==> src/rtl/mem_arbiter_pkg.sv <==
// ============================================================================
// mem_arbiter_pkg : FSM state encodings and read/write codes for mem_arbiter
// Revision        : 1.0
// ============================================================================
`default_nettype none

package mem_arbiter_pkg;

    typedef enum logic [1:0] {
        ST_IDLE   = 2'd0,
        ST_BUSY_I = 2'd1,
        ST_BUSY_D = 2'd2
    } arb_state_e;

    // Data-port access direction (d_rw)
    localparam logic D_RW_LOAD  = 1'b0;
    localparam logic D_RW_STORE = 1'b1;

    // Memory-port access direction (mem_rw)
    localparam logic MEM_READ  = 1'b0;
    localparam logic MEM_WRITE = 1'b1;

endpackage

`default_nettype wire

==> src/rtl/mem_arbiter.sv <==
// ============================================================================
// mem_arbiter : arbitrates instruction-fetch and data requests onto one memory
//               port, with a data-run fairness limit and an access timeout.
// Revision    : 1.0
// ============================================================================
`default_nettype none

module mem_arbiter
    import mem_arbiter_pkg::*;
#(
    parameter int MAX_DATA_RUN = 4,
    parameter int TIMEOUT      = 16
) (
    input  logic        clk_i,
    input  logic        rst_ni,
    input  logic        if_req_i,
    input  logic [31:0] if_addr_i,
    output logic        if_done_o,
    output logic [31:0] if_data_o,
    input  logic        d_req_i,
    input  logic        d_rw_i,
    input  logic [31:0] d_addr_i,
    input  logic [31:0] d_wdata_i,
    output logic        d_done_o,
    output logic [31:0] d_rdata_o,
    output logic        mem_req_o,
    output logic        mem_rw_o,
    output logic [31:0] mem_aout_o,
    output logic [31:0] mem_dout_o,
    input  logic [31:0] mem_din_i,
    input  logic        mem_ready_i,
    output logic        stall_o,
    output logic        err_o
);

    localparam int C_RUN_W = $clog2(MAX_DATA_RUN + 1);
    localparam int C_TMO_W = $clog2(TIMEOUT + 1);
    localparam logic [C_RUN_W-1:0] C_RUN_MAX  = C_RUN_W'(MAX_DATA_RUN);
    localparam logic [C_TMO_W-1:0] C_TMO_LAST = C_TMO_W'(TIMEOUT - 1);

    arb_state_e          state_q, state_d;
    logic [C_RUN_W-1:0]  run_q, run_d;
    logic [C_TMO_W-1:0]  tmo_q, tmo_d;
    logic                mem_rw_q, mem_rw_d;
    logic [31:0]         mem_aout_q, mem_aout_d;
    logic [31:0]         mem_dout_q, mem_dout_d;
    logic                if_done_q, if_done_d;
    logic                d_done_q, d_done_d;
    logic [31:0]         if_data_q, if_data_d;
    logic [31:0]         d_rdata_q, d_rdata_d;
    logic                err_q, err_d;

    logic w_arb_en, w_grant_d, w_grant_i, w_busy, w_timeout;

    // No grant while any done pulse is out: the completing requester is still
    // holding its level, and skipping the cycle lets the run limit set the order.
    assign w_arb_en  = (state_q == ST_IDLE) && !if_done_q && !d_done_q;
    assign w_grant_d = w_arb_en && d_req_i && ((run_q < C_RUN_MAX) || !if_req_i);
    assign w_grant_i = w_arb_en && !w_grant_d && if_req_i;
    assign w_busy    = (state_q != ST_IDLE);
    assign w_timeout = w_busy && !mem_ready_i && (tmo_q == C_TMO_LAST);

    always_ff @(posedge clk_i) begin
        if (!rst_ni) begin
            state_q <= ST_IDLE;
        end else begin
            state_q <= state_d;
        end
    end

    always_comb begin
        state_d = state_q;
        case (state_q)
            ST_IDLE: begin
                if (w_grant_d) begin
                    state_d = ST_BUSY_D;
                end else if (w_grant_i) begin
                    state_d = ST_BUSY_I;
                end
            end
            ST_BUSY_I, ST_BUSY_D: begin
                if (mem_ready_i || w_timeout) begin
                    state_d = ST_IDLE;
                end
            end
            default: state_d = ST_IDLE;
        endcase
    end

    always_comb begin
        mem_req_o  = w_busy;
        mem_rw_o   = mem_rw_q;
        mem_aout_o = mem_aout_q;
        mem_dout_o = mem_dout_q;
        if_done_o  = if_done_q;
        if_data_o  = if_data_q;
        d_done_o   = d_done_q;
        d_rdata_o  = d_rdata_q;
        err_o      = err_q;
        stall_o    = (if_req_i && !if_done_q) || (d_req_i && !d_done_q);
    end

    always_comb begin
        run_d      = run_q;
        tmo_d      = tmo_q;
        mem_rw_d   = mem_rw_q;
        mem_aout_d = mem_aout_q;
        mem_dout_d = mem_dout_q;
        if_done_d  = 1'b0;
        d_done_d   = 1'b0;
        if_data_d  = '0;
        d_rdata_d  = '0;
        err_d      = err_q;

        if (w_grant_d) begin
            mem_aout_d = d_addr_i;
            mem_rw_d   = (d_rw_i == D_RW_STORE) ? MEM_WRITE : MEM_READ;
            mem_dout_d = d_wdata_i;
            tmo_d      = '0;
            if (if_req_i && (run_q != C_RUN_MAX)) begin
                run_d = run_q + 1'b1;
            end
        end else if (w_grant_i) begin
            mem_aout_d = if_addr_i;
            mem_rw_d   = MEM_READ;
            mem_dout_d = '0;
            tmo_d      = '0;
            run_d      = '0;
        end

        if (!if_req_i) begin
            run_d = '0;
        end

        if (w_busy) begin
            tmo_d = tmo_q + 1'b1;
            if (mem_ready_i) begin
                if (state_q == ST_BUSY_I) begin
                    if_done_d = 1'b1;
                    if_data_d = mem_din_i;
                end else begin
                    d_done_d  = 1'b1;
                    d_rdata_d = (mem_rw_q == MEM_WRITE) ? 32'd0 : mem_din_i;
                end
            end else if (w_timeout) begin
                // Abort: complete the requester with zero data and flag it.
                if_done_d = (state_q == ST_BUSY_I);
                d_done_d  = (state_q == ST_BUSY_D);
                err_d     = 1'b1;
            end
        end
    end

    always_ff @(posedge clk_i) begin
        if (!rst_ni) begin
            run_q      <= '0;
            tmo_q      <= '0;
            mem_rw_q   <= 1'b0;
            mem_aout_q <= '0;
            mem_dout_q <= '0;
            if_done_q  <= 1'b0;
            d_done_q   <= 1'b0;
            if_data_q  <= '0;
            d_rdata_q  <= '0;
            err_q      <= 1'b0;
        end else begin
            run_q      <= run_d;
            tmo_q      <= tmo_d;
            mem_rw_q   <= mem_rw_d;
            mem_aout_q <= mem_aout_d;
            mem_dout_q <= mem_dout_d;
            if_done_q  <= if_done_d;
            d_done_q   <= d_done_d;
            if_data_q  <= if_data_d;
            d_rdata_q  <= d_rdata_d;
            err_q      <= err_d;
        end
    end

endmodule

`default_nettype wire

==> config.mk <==
export PLATFORM = sky130hd
export DESIGN_NAME = mem_arbiter
export DESIGN_NICKNAME = d
export VERILOG_FILES = /design/src/rtl/mem_arbiter_pkg.sv /design/src/rtl/mem_arbiter.sv
export SDC_FILE = /design/constraint.sdc
export NUM_CORES = 1
export LEC_CHECK = 0
export ABC_AREA = 1
export CORE_UTILIZATION = 30
export DETAILED_ROUTE_END_ITERATION = 6
export HOLD_SLACK_MARGIN = 0.12
export PLACE_DENSITY = 0.76
export SYNTH_ARGS = -nofsm -noshare
export SYNTH_HDL_FRONTEND = slang
export SYNTH_SLANG_ARGS = --single-unit
==> constraint.sdc <==
create_clock -name clk_i -period 1.4 [get_ports clk_i]
set_input_delay 0.14 -clock clk_i [delete_from_list [all_inputs] [get_ports clk_i]]
set_output_delay 0.14 -clock clk_i [all_outputs]
set_load 0.02 [all_outputs]
After elaboration in Yosys (flattened, before gate mapping):

Index checks and enable logic that the tools add are counted.

* add/sub/neg operators: 2
* multiply operators: 0
* div/mod/pow operators: 0
* order comparisons: 1
* equal/unequal tests: 7
* shifts and indexed selects: 0
* multiplexer cells: 23
* bitwise logic cells: 3
* reduce and logical (&&, ||, !) cells: 31

Operators by type and width (number)
* two-way mux 32 bit: 4
* two-way mux 5 bit: 3
* logical AND 1 bit: 11
* two-way mux 1 bit: 9
* two-way mux 3 bit: 3
* AND reduction 2 bit: 4
* two-way mux 2 bit: 3
* inequality test 3 bit, second input constant: 2
* adder 5 x 1 -> 5 bit, second input constant: 1
* equality test 5 x 4 -> 1 bit, second input constant: 1
* zero test 1 bit: 5
* OR reduction 5 bit: 1
* case mux 2 bit (2 select lines): 1
* AND reduction 4 bit: 1
* nonzero test 2 bit: 2
* adder 3 x 1 -> 3 bit, second input constant: 1
* logical OR 1 bit: 3
* < comparator 3 bit, second input constant: 1
* NOT 1 bit: 3
* AND reduction 3 bit: 1
* nonzero test 3 bit: 1
* equality test 2 x 1 -> 1 bit, second input constant: 1
* equality test 2 bit, second input constant: 1
* zero test 2 bit: 1
* other kinds (3): 3

* register bits: 142
* bits in latches: 0
* RAM bits: 0
* bits in read-only memories: 0
* input port bits: 134
* output and inout port bits: 134
* memories kept: 0

Depth between registers and ports, before layout:

Gate-level depths: netlist of the first run.

* depth in word-level cells: 11
* gate-level depth with buffers: 10

Least setup slack after synthesis of the first run:

Ideal clock, no wire load.

* path kind: reg-to-reg
* start point: reg state_q[0]
* end point: reg mem_aout_q[13] (netlist: mem_aout_o[13])
* library setup time: 0.119 ns
* arrival time: 1.465 ns
* setup slack: -0.185 ns
* stages on the path, launching flop included: 10
* path buffers: 2
* period minus slack after synthesis: 1.585 ns
* cell sequence: dfxtp_1 > inv_1 > ha_1 > inv_2 > nor2_4 > nand3_4 > buf_6 > clkbuf_2 > o21ai_0 > a21oi_1

* word-level cells in the longest chain between the ends: 9

Ends and longest elaborated chain
* from (decl): line mem_arbiter.sv:41 `arb_state_e state_q, state_d;`
* from (signal assigned): line mem_arbiter.sv:67 `state_q <= state_d;`
* zero test 2 bit *: line mem_arbiter.sv:57 `assign w_arb_en = (state_q == ST_IDLE) && !if_done_q && !d_done_q;`
* logical AND 1 bit * (2 in series): line mem_arbiter.sv:57
* logical AND 1 bit (2 in series): line mem_arbiter.sv:58 `assign w_grant_d = w_arb_en && d_req_i && ((run_q < C_RUN_MAX) || !if_req_i);`
* zero test 1 bit: line mem_arbiter.sv:59 `assign w_grant_i = w_arb_en && !w_grant_d && if_req_i;`
* logical AND 1 bit (2 in series): line mem_arbiter.sv:59
* nonzero test 2 bit (no source line)
* to (signal assigned): line mem_arbiter.sv:170 `mem_aout_q <= mem_aout_d;`
* to (decl): line mem_arbiter.sv:45 `logic [31:0] mem_aout_q, mem_aout_d;`

Mark *: on every way between the ends. The rest lies on a longest branch, timed or not.
A chain may end at the register's enable or synchronous reset.

Final worst setup path of the first run:

* start point: reg state_q[0]
* end point: reg mem_aout_q[17] (netlist: mem_aout_o[17])

Same word-level chain as after synthesis.

==> impl_results.md, run 1 <==
- Synthesis warning total: 0
- Critical Path Source Type: flip-flop
- Synth Net Count: 730
- Crit-path cells: inv_2 -> ha_4 -> inv_8 -> nor2_4 -> nand3_4 -> nand2_4 -> buf_6 -> buf_16 -> o21ai_0 -> a21oi_1
- Final Skew: 0.0123 ns
- GP Congestion: 0.864
- Fin. max-slew vios: 0
- Combinational Power Share: 0.337
- Core area: 0.0161 sq mm
- CTS Hold Bufs: 0
- Top fanout value on the critical path: 8
- Final Hold Viols: 0
- Reg-to-Reg Start: state_q[0]
- Die X: 132 microns
- Max IR drop VDD: 0.000933 V
- Commonest non-fill, non-tap cell in the layout: dfxtp_1
- Cells after DPL: 1085
- Syn avg cell area: 8.55 sq um
- Clock Tree Buf Depth: 2
- Share of cells above drive strength 1: 0.292
- Crit-path max cell delay: 0.33 ns
- Crit Path Category: flip-flop to flip-flop
- DRC viols: 0
- Final WL: 19400 microns
- Failing checks: negative setup slack
- Fin crit period: 1.66 ns
- Cell count after synthesis: 589
- H-tree Lvls: 4
- Post-Syn Area: 0.00503 sq mm
- Clock latency on the worst-skew pair: 0.42 ns
- Worst Path Arrival: 2.00 ns
- Worst Path Buf+Inv: 4
- Total clock sinks: 142
- FF+latch count, synth: 142
- Initial antenna violation count: 0
- RSZ-0062 raised after global routing: yes
- # diodes: 0
- I/O pins: 268
- Routed length per placed instance: 16.9 microns
- Via count: 5470
- Worst hold path type: input port to flip-flop
- Critical Path End Type: flip-flop
- Final ANT Viol Nets: 0
- Final Instance Area: 0.0101 sq mm
- Slew Limit Headroom: 0.644
- Routed vias/inst: 4.76
- Clock transition at path regs: 0.06 ns
- Reg2Reg Depth: 10
- Clk root buf: clkbuf_16
- Final Setup Violations: 141
- Initial DRT Pass Iterations: 4
- Starting Density: 0.312
- Hold path endpoint: d_rdata_o[14]
- Wire length of the first global-routing pass: 27400 microns
- Family with the most delay on the worst path: simple AND/OR/NAND/NOR gates
- Worst setup margin: -0.259 ns
- Port Buffers: 267
- Internal power: 9.50 mW
- Iter 0 DRT Violations: 181
- Slew @ Worst Pin: 0.534 ns
- Leak: 4.53 nW
- Sw Pwr: 4.59 mW
- Grt ovf: 0
- Area growth syn-to-layout: 101%
- HP Start: mem_din_i[14]
- Nets: 1060
- Post-Layout Cell Count: 1148
- Reg-to-Reg End: mem_aout_o[17]
- Clock power frac: 0.333
- Fmax: 603 MHz
- Most frequent cells in the layout: dfxtp_1, clkdlybuf4s50_1, dlygate4sd2_1
- Sequential share of the synthesized area: 0.565
- Pwr Density: 1400 mW/mm^2
- Hold Path Depth: 3
- R2R Setup Slk: -0.26 ns
- Final worst-path cycle share: 1.19
- Inserted Clock Buffers: 17
- Switching Fraction: 0.326
- Die Span Y: 132 microns
- Worst EP required: 1.74 ns
- Synth cell types: 28
- Worst path slowest cell: dfxtp_2
- Die Area: 0.0173 sq mm
- Total Routing Usage GR: 0.201
- Largest net degree at the start of global routing: 39
- Vias in the first global route: 5398
- Status: complete, but fails checks
- Final HPWL DP: 11500 microns
- Row cnt: 46
- CTS tree: done
- Placed instance area: 0.00829 sq mm
- Sequential Power Share: 0.330
- Max Cap Viol: 0
==> power by group through the flow <==
stage,Clock (mW),Sequential [mW],Combinational [mW]
global route,4.97,4.69,5.02
CTS,4.80,4.60,4.05
finish,4.69,4.65,4.75
floorplan,0,5.15,1.30
detailed placement,0,4.70,3.53
global placement,0,4.69,3.50
==> registers in the layout, indices dropped and copies added, names as in the netlist <==
name        cells
run_q           3
state_q         2
d_done_o        1
mem_dout_o     32
d_rdata_o      32
tmo_q           5
mem_aout_o     32
mem_rw_o        1
if_data_o      32
err_o           1
if_done_o       1
==> cell families (layout without fill, tap and decap cells) <==
| family | count (synthesis) | count (layout) | synth area share |
|---|---|---|---|
| buffers and inverters | 93 | 436 | 0.0890 |
| AND/OR/NAND/NOR | 201 | 201 | 0.182 |
| XOR/XNOR | 1 | 1 | 0.00174 |
| adder cells (fa/ha/maj) | 7 | 7 | 0.0174 |
| AO/OA/AOI/OAI | 145 | 145 | 0.145 |
| flip-flops | 142 | 142 | 0.565 |
==> area by class of cell <==
class                   count  area (sq um)
clock buffers              17           425
clock inverters            15           189
fillers                  1271          6020
inverters                  53           216
multi-input cells         354          2470
flip-flops and latches    142          2850
well taps                 216           270
repair buffers            351          3670
==> synth_stat cells, drive strengths merged <==
cell type / count / area, sq um
dfxtp: 142 / 2840
nand3: 75 / 400
nor2: 74 / 293
a21oi: 72 / 360
o21ai: 72 / 360
inv: 53 / 199
nand2: 47 / 186
clkbuf: 23 / 103
buf: 17 / 146
ha: 7 / 87.6
nor3: 3 / 26.3
nand4: 2 / 12.5
o32ai: 1 / 8.76
xnor2: 1 / 8.76
==> how the worst max path moves through the flow <==
stage / startpoint / to / slack (ns) / cells past startpoint
floorplan: state_q[1] / mem_rw_o / -0.05 / 10
global placement: d_req_i / stall_o / -0.24 / 6
detailed placement: d_req_i / mem_aout_o[21] / -0.26 / 8
CTS: state_q[1] / mem_aout_o[21] / -0.18 / 10
global route: state_q[0] / mem_aout_o[16] / -0.33 / 10
finish: state_q[0] / mem_aout_o[17] / -0.26 / 10
==> what timing repair did <==
action,CTS,global route
setup endpoints to repair,272,134
buffers inserted,8,10
resized for setup,203,207
pin swaps,4,13
cloned,9,9
==> per-stage QoR <==
step                TNS [ns]  setup WS, ns  utilization  total power [mW]  hold slack (ns)
global placement      -18.33        -0.242        0.514              8.18            0.441
global route          -30.76        -0.332        0.626              14.7            0.262
CTS                   -10.46        -0.180        0.572              13.4            0.244
detailed placement    -20.18        -0.265        0.514              8.23            0.449
floorplan              -2.44       -0.0511            -              6.44            0.275
finish                -21.04        -0.259        0.626              14.1            0.278
==> metal layers <==
layer / global-route usage / part of all wire / vias to the layer above
met5: 0 / 0 / -
met4: 0.0749 / 0.029 / 0
met3: 0.0856 / 0.081 / 44
met2: 0.357 / 0.52 / 241
met1: 0.209 / 0.37 / 2568
li1: - / - / 2617
==> worst reg2reg max path: cells and delay by family (launching register included) <==
family	cells	cell delay, ns
compound gates	2	0.27
buf+inv	4	0.39
flops	1	0.33
fa+ha+maj	1	0.17
simple gates	3	0.43
(Power assumes the default switching activity.)
==> run 2: changes to the inputs <==
--- a/config.mk
+++ b/config.mk
@@ -9,7 +9,7 @@
 export CORE_UTILIZATION = 30
 export DETAILED_ROUTE_END_ITERATION = 6
 export HOLD_SLACK_MARGIN = 0.12
-export PLACE_DENSITY = 0.76
+export PLACE_DENSITY = 0.73
 export SYNTH_ARGS = -nofsm -noshare
 export SYNTH_HDL_FRONTEND = slang
 export SYNTH_SLANG_ARGS = --single-unit
==> constraint.sdc (replaced) <==
create_clock -name clk_i -period 2.11 [get_ports clk_i]
set_input_delay 0.211 -clock clk_i [delete_from_list [all_inputs] [get_ports clk_i]]
set_output_delay 0.211 -clock clk_i [all_outputs]
set_load 0.02 [all_outputs]
==> impl_results.md, run 2 (synthesis results as in run 1) <==
- Share of cells above drive strength 1: 0.0617
- Worst path slowest cell: dlygate4sd2_1
- Worst hold path type: input port to flip-flop
- Final Hold Viols: 0
- Die Area: 0.0173 sq mm
- Max IR drop VDD: 0.000610 V
- Top fanout value on the critical path: 7
- Grt ovf: 0
- Core area: 0.0161 sq mm
- Worst EP required: 1.90 ns
- Starting Density: 0.312
- Initial DRT Pass Iterations: 5
- Final total power: 7.89 mW
- Port Buffers: 267
- Status: complete, no violations
- Inserted Clock Buffers: 17
- Wire length of the first global-routing pass: 25400 microns
- Leak: 3.30 nW
- Row cnt: 46
- GP Congestion: 0.798
- Via count: 4881
- DRC viols: 0
- Pwr Density: 939 mW/mm^2
- Die X: 132 microns
- Slew @ Worst Pin: 0.568 ns
- Die Span Y: 132 microns
- # diodes: 0
- Max Cap Viol: 0
- Routed vias/inst: 4.54
- Vias in the first global route: 4870
- Total clock sinks: 142
- Final Setup Violations: 0
- Clock transition at path regs: 0.06 ns
- Fin. max-slew vios: 0
- Most frequent cells in the layout: clkdlybuf4s50_1, dfxtp_1, nand3_1
- RSZ-0062 raised after global routing: no
- Worst Path Arrival: 1.69 ns
- Crit-path max cell delay: 0.40 ns
- Area growth syn-to-layout: 67.0%
- Final ANT Viol Nets: 0
- Setup repair bufs after CTS: 0
- Crit Path Category: flip-flop to output port
- Largest net degree at the start of global routing: 67
- Final worst-path cycle share: 0.900
- Commonest non-fill, non-tap cell in the layout: clkdlybuf4s50_1
- Iter 0 DRT Violations: 257
- Total Neg Setup Slack: 0 ns
- Total Routing Usage GR: 0.186
- Clk root buf: clkbuf_16
- I/O pins: 268
- Fill cells: 1506
- Routed length per placed instance: 14.8 microns
- Critical Path End Type: output port
- Final HPWL DP: 11000 microns
- Fmax: 527 MHz
- Crit-path cells: inv_1 -> ha_1 -> inv_2 -> dlygate4sd2_1
- Fin crit period: 1.90 ns
- Critical Path Source Type: flip-flop
- CTS tree: done
- Final Skew: 0.00754 ns
- Clock Tree Buf Depth: 2
- Clock latency on the worst-skew pair: 0.42 ns
- R2R Setup Slk: 0.22 ns
- CTS Hold Bufs: 0
- H-tree Lvls: 4
- Slew Limit Headroom: 0.621
- Initial antenna violation count: 0
- Nets: 987
- Final WL: 15900 microns
- Post-cts repair resize count: 1
==> run 2: cell count changes in the layout (fill, tap and decap cells not counted), sizes merged <==
cell and delta:
clkdlybuf4s50 +132, dlygate4sd2 -129, buf -69, clkbuf -7
clkinvlp +3, bufinv -2, inv -2, clkdlybuf4s15 -1
clkinv +1, dlymetal6s2s +1
==> run 2: worst paths after layout <==
kind | start | endpoint | cells past startpoint
worst max register to register | state_q[0] | mem_dout_o[0] | 9
worst min-delay path | mem_din_i[27] | if_data_o[27] | 3
worst max-delay path | state_q[0] | mem_req_o | 4
worst min register to register | err_o | err_o | 2
==> run 2: area by class of cell <==
class                      instances  area, sq um  share of cell area
clock buffer                      17          425              0.0506
tap                              216          270              0.0321
clock inverter                    15          129              0.0153
sequential                       142         2840               0.338
timing repair buffer             278         2800               0.333
inverter                          53          199              0.0237
multi-input combinational        354         1740               0.207
==> run 2: worst max-delay path: cells and delay by family (launching register included) <==
kind | cells | cell delay, ns
buffers and inverters | 3 | 0.65
flip-flops | 1 | 0.36
adder cells (fa/ha/maj) | 1 | 0.27
==> run 2: report_power, final <==
| part | internal [mW] | switching [mW] | leakage (nW) |
|---|---|---|---|
| clock | 1.54 | 1.28 | 0.265 |
| sequential | 2.94 | 0.122 | 1.16 |
| combinational | 0.903 | 1.11 | 1.87 |
==> run 2: layer usage <==
| layer | share of wire | global-route usage |
|---|---|---|
| met2 | 0.47 | 0.307 |
| met5 | 0 | 0 |
| met1 | 0.44 | 0.225 |
| met3 | 0.066 | 0.0613 |
| met4 | 0.017 | 0.0678 |
==> run 2: through the flow <==
step / hold slack [ns] / utilization / worst slack [ns] / std cells / instance area, sq um
3_5_place_dp: 0.448 / 0.487 / 0.124 / 1043 / 7850
4_1_cts: 0.309 / 0.521 / 0.0370 / 1075 / 8400
2_1_floorplan: 0.346 / - / 0.525 / 589 / 5030
6_report: 0.335 / 0.522 / 0.211 / 1075 / 8410
5_1_grt: 0.326 / 0.522 / 0.00567 / 1075 / 8410
3_3_place_gp: 0.441 / 0.487 / 0.153 / 1043 / 7850
==> run 3: changes to the inputs <==
--- a/config.mk
+++ b/config.mk
@@ -6,10 +6,10 @@
 export NUM_CORES = 1
 export LEC_CHECK = 0
 export ABC_AREA = 1
-export CORE_UTILIZATION = 30
+export CORE_UTILIZATION = 35
 export DETAILED_ROUTE_END_ITERATION = 6
 export HOLD_SLACK_MARGIN = 0.12
-export PLACE_DENSITY = 0.73
+export PLACE_DENSITY = 0.82
 export SYNTH_ARGS = -nofsm -noshare
 export SYNTH_HDL_FRONTEND = slang
 export SYNTH_SLANG_ARGS = --single-unit
==> impl_results.md, run 3 (synthesis results as in run 1) <==
- Status: complete, no violations
- CTS tree: done
- Die Area: 0.0149 sq mm
- Clock power frac: 0.361
- Critical Path Source Type: flip-flop
- Critical Path End Type: output port
- Final Instance Area: 0.00836 sq mm
- Reg-to-Reg Start: state_q[1]
- Most frequent cells in the layout: clkdlybuf4s50_1, dfxtp_1, nand3_1
- Total Neg Setup Slack: 0 ns
- Slew Limit Headroom: 0.734
- Combinational Power Share: 0.250
- Initial DRT Pass Iterations: 5
- Clock transition at path regs: 0.06 ns
- HP Start: mem_din_i[6]
- Placed instance area: 0.00778 sq mm
- Final HPWL DP: 10600 microns
- Worst EP required: 1.90 ns
- CTS Hold Bufs: 0
- Iter 0 DRT Violations: 329
- Sw Pwr: 2.40 mW
- Nets: 985
- Final WL: 15500 microns
- Leak: 3.28 nW
- Final Skew: 0.00976 ns
- # diodes: 0
- Final Hold Viols: 0
- Reg2Reg Depth: 9
- Hold slack: 0.346 ns
- Top fanout value on the critical path: 3
- Switching Fraction: 0.304
- Row cnt: 43
- Clock Tree Buf Depth: 2
- Fmax: 504 MHz
- Inserted Clock Buffers: 17
- GP Congestion: 0.808
- Vias in the first global route: 4762
- Die X: 122 microns
- Final total power: 7.90 mW
- Routed vias/inst: 4.75
- Commonest non-fill, non-tap cell in the layout: clkdlybuf4s50_1
- Worst hold path type: input port to flip-flop
- Wire length of the first global-routing pass: 23700 microns
- Starting Density: 0.361
- Routed length per placed instance: 15.0 microns
- Worst setup margin: 0.126 ns
- Final worst-path cycle share: 0.940
- Grt ovf: 0
- Clock latency on the worst-skew pair: 0.41 ns
- Total clock sinks: 142
- RSZ-0062 raised after global routing: no
- Die Span Y: 122 microns
- Largest net degree at the start of global routing: 67
- Clk root buf: clkbuf_16
- Final Setup Violations: 0
- Fin crit period: 1.98 ns
- Fill cells: 1166
- Share of cells above drive strength 1: 0.0595
- Sequential Power Share: 0.388
- Worst Path Arrival: 1.77 ns
- Slew @ Worst Pin: 0.399 ns
- Hold Path Depth: 3
- Max Cap Viol: 0
- Via count: 4930
- Pre-CTS worst setup slack: 0.0712 ns
- DRC viols: 0
- Setup repair bufs after CTS: 0
- Port Buffers: 267
- Crit Path Category: flip-flop to output port
- I/O pins: 268
- Core area: 0.0139 sq mm
- H-tree Lvls: 4
- Fin. max-slew vios: 0
- Initial antenna violation count: 0
- Area growth syn-to-layout: 66.0%
- Worst setup startpoint: d_done_o
- Final ANT Viol Nets: 0
- Total Routing Usage GR: 0.206
- Max IR drop VDD: 0.000562 V
- Internal power: 5.50 mW
- Pwr Density: 945 mW/mm^2
-- run 3: what timing repair did --
action,4_1_cts,5_1_grt
pin swaps,0,0
gates cloned,0,0
setup endpoints to repair,1,33
resized for setup,1,3
-- run 3: critical path, cell delays in order, from the launching register on --
cell             delay (ns)
dfxtp_1                0.36
nor2_4                 0.18
inv_1                  0.10
o21ai_0                0.09
clkdlybuf4s50_1        0.64
-- run 3: worst paths after layout --
kind	endpoint	slack, ns
setup / recovery	stall_o	0.13
hold / removal	if_data_o[6]	0.35
setup reg to reg	mem_aout_o[10]	0.28
hold reg to reg	err_o	0.45
-- run 3: layer usage --
layer | routed length, microns | track usage | vias up
li1 | - | - | 2438
met1 | 6320 | 0.238 | 2295
met2 | 7920 | 0.355 | 171
met3 | 999 | 0.0632 | 26
met4 | 276 | 0.0810 | 0
met5 | 0 | 0 | -
-- run 3: stage by stage --
stage | std cells | utilization
after floorplan | 589 | -
final | 1037 | 0.600
after global routing | 1037 | 0.600
after detailed placement | 1005 | 0.558
after CTS | 1037 | 0.599
after global placement | 1005 | 0.558
-- run 3: cell type report --
| class | count | area, sq um | share of cell area |
|---|---|---|---|
| clock buffers | 18 | 439 | 0.0525 |
| inverters | 53 | 201 | 0.0241 |
| well taps | 180 | 225 | 0.0269 |
| multi-input cells | 354 | 1740 | 0.209 |
| repair buffers | 276 | 2770 | 0.331 |
| clock inverters | 14 | 138 | 0.0165 |
| flip-flops and latches | 142 | 2840 | 0.340 |
-- run 3: power groups by stage --
stage / clock [mW] / sequential [mW] / combinational, mW
floorplan: 0 / 3.41 / 0.803
global placement: 0 / 3.12 / 1.96
detailed placement: 0 / 3.12 / 1.98
CTS: 2.93 / 3.07 / 1.99
global route: 3.05 / 3.10 / 2.15
finish: 2.85 / 3.07 / 1.98
